File: config.mk
export PLATFORM = sky130hd
export DESIGN_NAME = std_divmod_pipe
export DESIGN_NICKNAME = d
export VERILOG_FILES = /design/src/rtl/std_divmod_pkg.sv /design/src/rtl/std_udiv_step.sv /design/src/rtl/std_divmod_pipe.sv
export SDC_FILE = /design/constraint.sdc
export NUM_CORES = 1
export LEC_CHECK = 0
export CELL_PAD_IN_SITES_DETAIL_PLACEMENT = 1
export CELL_PAD_IN_SITES_GLOBAL_PLACEMENT = 1
export CORE_ASPECT_RATIO = 1.2
export CORE_MARGIN = 2
export CORE_UTILIZATION = 41
export CTS_BUF_LIST = sky130_fd_sc_hd__clkbuf_16
export DETAILED_ROUTE_END_ITERATION = 12
export GPL_ROUTABILITY_DRIVEN = 0
export GPL_TIMING_DRIVEN = 0
export PLACE_DENSITY = 0.85
export SLEW_MARGIN = 25
export SYNTH_ARGS = -nofsm -noshare
export SYNTH_HDL_FRONTEND = slang
export SYNTH_HIERARCHICAL = 1
export SYNTH_SLANG_ARGS = --single-unit
File: constraint.sdc
create_clock -name clk -period 3.6 [get_ports clk]
set_input_delay 0.72 -clock clk [delete_from_list [all_inputs] [get_ports clk]]
set_output_delay 0.72 -clock clk [all_outputs]
set_load 0.01 [all_outputs]
File: src/rtl/std_divmod_pkg.sv
// Shared types and helpers for the iterative unsigned divide/modulo unit.
package std_divmod_pkg;

  typedef enum logic [1:0] {
    StIdle,
    StRun,
    StDone
  } divmod_state_e;

  // Width of a counter that can hold width/step (the RUN iteration count).
  function automatic int unsigned divmod_cnt_width(input int unsigned w, input int unsigned step);
    return $clog2(w / step + 1);
  endfunction

endpackage

File: src/rtl/std_udiv_step.sv
// One combinational restoring-division step: shift in a dividend bit, subtract if it fits.
module std_udiv_step #(
  parameter int unsigned width = 32
) (
  input  logic [width-1:0] rem_in,
  input  logic [width-1:0] divisor,
  input  logic             dividend_bit,
  output logic [width-1:0] rem_out,
  output logic             quotient_bit
);

  logic [width:0] shifted;

  always_comb begin
    shifted      = {rem_in, dividend_bit};
    quotient_bit = (shifted >= {1'b0, divisor});
    // The difference is below the divisor, so the low width bits are exact.
    rem_out      = quotient_bit ? (shifted[width-1:0] - divisor) : shifted[width-1:0];
  end

endmodule

File: src/rtl/std_divmod_pipe.sv
// Iterative unsigned divider returning quotient and remainder, STEP quotient bits per cycle,
// with go/done handshake, defined divide-by-zero result and abort on go deassertion.
module std_divmod_pipe
  import std_divmod_pkg::*;
#(
  parameter int unsigned width = 32,
  parameter int unsigned STEP  = 1
) (
  input  logic             clk,
  input  logic             reset,
  input  logic             go,
  input  logic [width-1:0] left,
  input  logic [width-1:0] right,
  output logic [width-1:0] out_quotient,
  output logic [width-1:0] out_remainder,
  output logic             div_by_zero,
  output logic             done
);

  localparam int unsigned Iters = width / STEP;
  localparam int unsigned CntW  = divmod_cnt_width(width, STEP);

  if (STEP == 0 || (width % STEP) != 0) begin : g_bad_step
    $error("std_divmod_pipe: STEP must be nonzero and divide width exactly");
  end

  divmod_state_e   state_q, state_d;
  logic [width-1:0] divisor_q, divisor_d;
  // Dividend bits leave at the top while quotient bits enter at the bottom.
  logic [width-1:0] acc_q, acc_d;
  logic [width-1:0] rem_q, rem_d;
  logic [CntW-1:0]  cnt_q, cnt_d;
  logic [width-1:0] quo_out_q, quo_out_d;
  logic [width-1:0] rem_out_q, rem_out_d;
  logic             dbz_q, dbz_d;

  logic [STEP-1:0]  q_bits;
  logic [width-1:0] rem_last;
  logic [width-1:0] acc_shift;

  for (genvar i = 0; i < STEP; i++) begin : g_step
    logic [width-1:0] rem_in;
    logic [width-1:0] rem_o;
    if (i == 0) begin : g_first
      assign rem_in = rem_q;
    end else begin : g_next
      assign rem_in = g_step[i-1].rem_o;
    end
    std_udiv_step #(
      .width(width)
    ) u_step (
      .rem_in       (rem_in),
      .divisor      (divisor_q),
      .dividend_bit (acc_q[width-1-i]),
      .rem_out      (rem_o),
      .quotient_bit (q_bits[STEP-1-i])
    );
  end

  assign rem_last = g_step[STEP-1].rem_o;

  if (STEP == width) begin : g_acc_full
    assign acc_shift = q_bits;
  end else begin : g_acc_part
    assign acc_shift = {acc_q[width-1-STEP:0], q_bits};
  end

  always_comb begin
    state_d   = state_q;
    divisor_d = divisor_q;
    acc_d     = acc_q;
    rem_d     = rem_q;
    cnt_d     = cnt_q;
    quo_out_d = quo_out_q;
    rem_out_d = rem_out_q;
    dbz_d     = dbz_q;
    unique case (state_q)
      StIdle: begin
        if (go) begin
          divisor_d = right;
          acc_d     = left;
          rem_d     = '0;
          cnt_d     = CntW'(Iters);
          if (right == '0) begin
            quo_out_d = '1;
            rem_out_d = left;
            dbz_d     = 1'b1;
            state_d   = StDone;
          end else if (left == '0) begin
            quo_out_d = '0;
            rem_out_d = '0;
            dbz_d     = 1'b0;
            state_d   = StDone;
          end else begin
            state_d = StRun;
          end
        end
      end
      StRun: begin
        if (!go) begin
          state_d = StIdle;
        end else begin
          acc_d = acc_shift;
          rem_d = rem_last;
          cnt_d = cnt_q - CntW'(1);
          if (cnt_q == CntW'(1)) begin
            quo_out_d = acc_shift;
            rem_out_d = rem_last;
            dbz_d     = 1'b0;
            state_d   = StDone;
          end
        end
      end
      StDone: begin
        state_d = StIdle;
      end
      default: begin
        state_d = StIdle;
      end
    endcase
  end

  always_ff @(posedge clk) begin
    if (reset) begin
      state_q   <= StIdle;
      divisor_q <= '0;
      acc_q     <= '0;
      rem_q     <= '0;
      cnt_q     <= '0;
      quo_out_q <= '0;
      rem_out_q <= '0;
      dbz_q     <= 1'b0;
    end else begin
      state_q   <= state_d;
      divisor_q <= divisor_d;
      acc_q     <= acc_d;
      rem_q     <= rem_d;
      cnt_q     <= cnt_d;
      quo_out_q <= quo_out_d;
      rem_out_q <= rem_out_d;
      dbz_q     <= dbz_d;
    end
  end

  assign out_quotient  = quo_out_q;
  assign out_remainder = rem_out_q;
  assign div_by_zero   = dbz_q;
  assign done          = (state_q == StDone) && !reset;

endmodule

==> impl_metrics.env <==
export IMPL_clk_latency_ns=0.44
export IMPL_tritoncts_num_buffers=17
export IMPL_wirelength_um=31800
export IMPL_hold_viol_final=0
export IMPL_yosysSeqAreaShare_pct=36.6
export IMPL_fin_crit_ns=3.52
export IMPL_avgSynthCellArea_um2=8.45
export IMPL_synth_top_flop_cell="dfxtp_1"
export IMPL_crit_path_end_kind="flop"
export IMPL_synth_top_family_by_area="compound AO/OA/AOI/OAI gates"
export IMPL_syn_to_final_growth_pct=25.6
export IMPL_utilization_pct=52.1
export IMPL_synth_seq_cells=169
export IMPL_grt_use_total_pct=26.4
export IMPL_cts_hold_buf=0
export IMPL_numPortBuffers=131
export IMPL_syn_inst=1094
export IMPL_whs_path_depth=2
export IMPL_muxShareOfSynthArea_pct=4.22
export IMPL_multi_input_area_mm2=0.00532
export IMPL_grt_max_degree=19
export IMPL_grt_pass1_vias=9302
export IMPL_cts_root_buf="clkbuf_16"
export IMPL_max_slew_margin_pct=48.0
export IMPL_place_ws_ns=-0.313
export IMPL_hold_ws_ns=0.454
export IMPL_reg2reg_to="out_remainder[27]"
export IMPL_ant_nets=0
export IMPL_netlist_area_mm2=0.00924
export IMPL_timing_final_ws_setup_ns=0.0767
export IMPL_die_h_um=168
export IMPL_clockBufferDepth=2
export IMPL_grt_pass1_wl_um=49800
export IMPL_setup_viol=0
export IMPL_io_pins=133
export IMPL_synth_adder_area_share_pct=4.82
export IMPL_path_class="flop to flop"
export IMPL_nets=1352
export IMPL_drv_slew=0
export IMPL_overflow=0
export IMPL_vias_per_cell=5.92
export IMPL_placed_area_mm2=0.0109
export IMPL_run_status="completed"
export IMPL_max_freq_mhz=284
export IMPL_drt_iter0_markers=425
export IMPL_r2r_start="divisor_q[7]"
export IMPL_cp_arrival_ns=3.83
export IMPL_first_pass_iters=5
export IMPL_ys_warn_count=6
export IMPL_ff_latch_area_mm2=0.00338
export IMPL_holdPathEnd="divisor_q[19]"
export IMPL_n_antenna_cell=0
export IMPL_skew_ns=0.0134
export IMPL_leakage_nw=4.27
export IMPL_clk_pin_slew_ns=0.07
export IMPL_synthSimpleGateAreaFrac_pct=16.2
export IMPL_core_mm2=0.0223
export IMPL_drc_errors=0
export IMPL_synth_edff_count=0
export IMPL_start_util_pct=41.5
export IMPL_reg2reg_slack_ns=0.08
export IMPL_rows=60
export IMPL_cts_sinks=169
export IMPL_cts_tree="done"
export IMPL_fp_dieArea_mm2=0.0238
export IMPL_synth_xor_area_share_pct=2.75
export IMPL_wl_per_cell_um=20.6
export IMPL_cp_required_ns=3.91
export IMPL_syn_num_nets=1196
export IMPL_finish_instance_area_mm2=0.0116
export IMPL_startpoint="divisor_q[7]"
export IMPL_worst_pin_slew_ns=0.773
export IMPL_drive_gt1_share_pct=12.8
export IMPL_setup_worst_path_start_class="flop"
export IMPL_cp_max_fo=10
export IMPL_die_w_um=141
export IMPL_min_period_over_period_pct=97.9
export IMPL_antenna_found_initial=0
export IMPL_via_count=9135
export IMPL_power_density_mw_per_mm2=438
export IMPL_synth_compound_area_share_pct=28.7
export IMPL_drv_cap=0
export IMPL_min_from="divisor_q[19]"
export IMPL_postSynth_asyncResetShare_pct=0
export IMPL_rr_worst_depth=15
export IMPL_fillers=2671
export IMPL_min_path_type="flop to flop"
export IMPL_ctsHtreeMaxLevel=4
export IMPL_synth_cell_types=67
export IMPL_ir_drop_mv=0.294
export IMPL_post_dp_hpwl_um=24200
## state kept, by name, summed over array words and instances (netlist names)
| register | flops |
|---|---|
| g_step.rem_in | 32 |
| div_by_zero | 1 |
| divisor_q | 32 |
| out_quotient | 32 |
| cnt_q | 6 |
| out_remainder | 32 |
| state_q | 2 |
| acc_q | 32 |
## repair_timing
item | 4_1_cts | 5_1_grt
gates cloned | 0 | 0
buffers inserted | 1 | 6
pin swaps | 3 | 6
gates resized for setup | 5 | 12
setup endpoints to repair | 60 | 31
## routing by layer
layer | vias up | part of all wire, % | track usage, %
met1 | 4463 | 41 | 30.6
met5 | - | 0 | 0
met2 | 281 | 51 | 47.4
met3 | 81 | 3.7 | 3.79
li1 | 4310 | - | -
met4 | 0 | 4.7 | 13.1
## worst max-delay path by stage
| stage | endpoint | cells past startpoint |
|---|---|---|
| floorplan | out_remainder[28] | 15 |
| finish | out_remainder[27] | 15 |
| detailed placement | out_remainder[21] | 16 |
| global route | out_remainder[17] | 15 |
| global placement | out_remainder[31] | 13 |
| CTS | out_remainder[31] | 12 |
## cells in the final DEF (no fill, tap or decap), types with 7 or more instances in the layout
cell and n:
mux2_2 20, xnor2_1 18, ha_1 33, clkbuf_1 55, nand2_1 160, a311oi_1 35, a22oi_1 59, o21ai_0 12
inv_1 43, nor2_1 91, nand3_1 11, nor4_1 15, xor2_1 11, a21oi_1 128, dfxtp_1 168, nand4_1 13
a311oi_2 30, nor3_1 7, buf_4 16, mux2_4 9, nor2b_1 7, a21o_1 9, clkdlybuf4s50_1 131, a211oi_1 34
clkbuf_16 17, buf_2 17
## synth_stat cells (5+ instances only)
library cell  instances  area [um^2]
dfxtp_1             169         3380
nand2_1             160          601
a21oi_1             129          646
nor2_1               91          342
a22oi_1              62          465
clkbuf_1             56          210
inv_1                43          161
a211oi_1             35          263
a311oi_1             35          307
ha_1                 34          425
a311oi_2             30          450
mux2_2               20          225
buf_2                18         90.1
xnor2_1              18          158
nor4_1               15         93.8
nand4_1              13         81.3
o21ai_0              13         65.1
nand3_1              11         55.1
xor2_1               11         96.3
a21o_1                9         67.6
buf_4                 9         67.6
mux2_4                9          135
nor3_1                9         45.0
nor2b_1               7         43.8
a31oi_1               6         37.5
buf_1                 6         22.5
and2_1                5         31.3
## logic make-up (layout without fill, tap and decap cells)
group	Yosys count	count (layout)
AOI/OAI and AO/OA	358	358
xor gates and xnor gates	29	29
and+or+nand+nor	333	333
muxes	32	32
buffers and inverters	138	307
DFF	169	169
adders and majority gates	35	35
## worst max-delay path, stage by stage, from the launching register on
cell and delay (ns):
dfxtp_1 0.34, inv_1 0.05, ha_1 0.35, a21oi_4 0.18, a211oi_1 0.11, or3_4 0.40, nor4b_4 0.43, o21ai_2 0.13
a31oi_4 0.24, o21a_4 0.19, inv_2 0.05, buf_6 0.15, buf_12 0.16, mux2_4 0.31, a22oi_1 0.18, a211oi_1 0.10
## final cells by class
class | instances | share of cell area (%)
buffer | 93 | 3.91
clock buffer | 17 | 3.66
clock inverter | 15 | 1.33
inverter | 44 | 1.42
multi-input combinational | 787 | 45.8
sequential | 169 | 29.1
tap | 279 | 3.01
timing repair buffer | 138 | 11.7
## power breakdown
part	internal [mW]	switching [mW]
Clock	0.927	0.897
Combinational	0.517	0.699
Sequential	1.98	0.0674
Total	3.42	1.66
## stage by stage
stage	setup TNS, ns	power [mW]	std cells
final	0	5.09	1542
after global routing	-0.146	5.30	1542
after CTS	-0.0805	5.06	1536
after detailed placement	-11.24	3.23	1504
after global placement	-8.14	3.20	1504
after floorplan	0	2.80	1094
No activity file was read; power rests on OpenSTA's default activity.
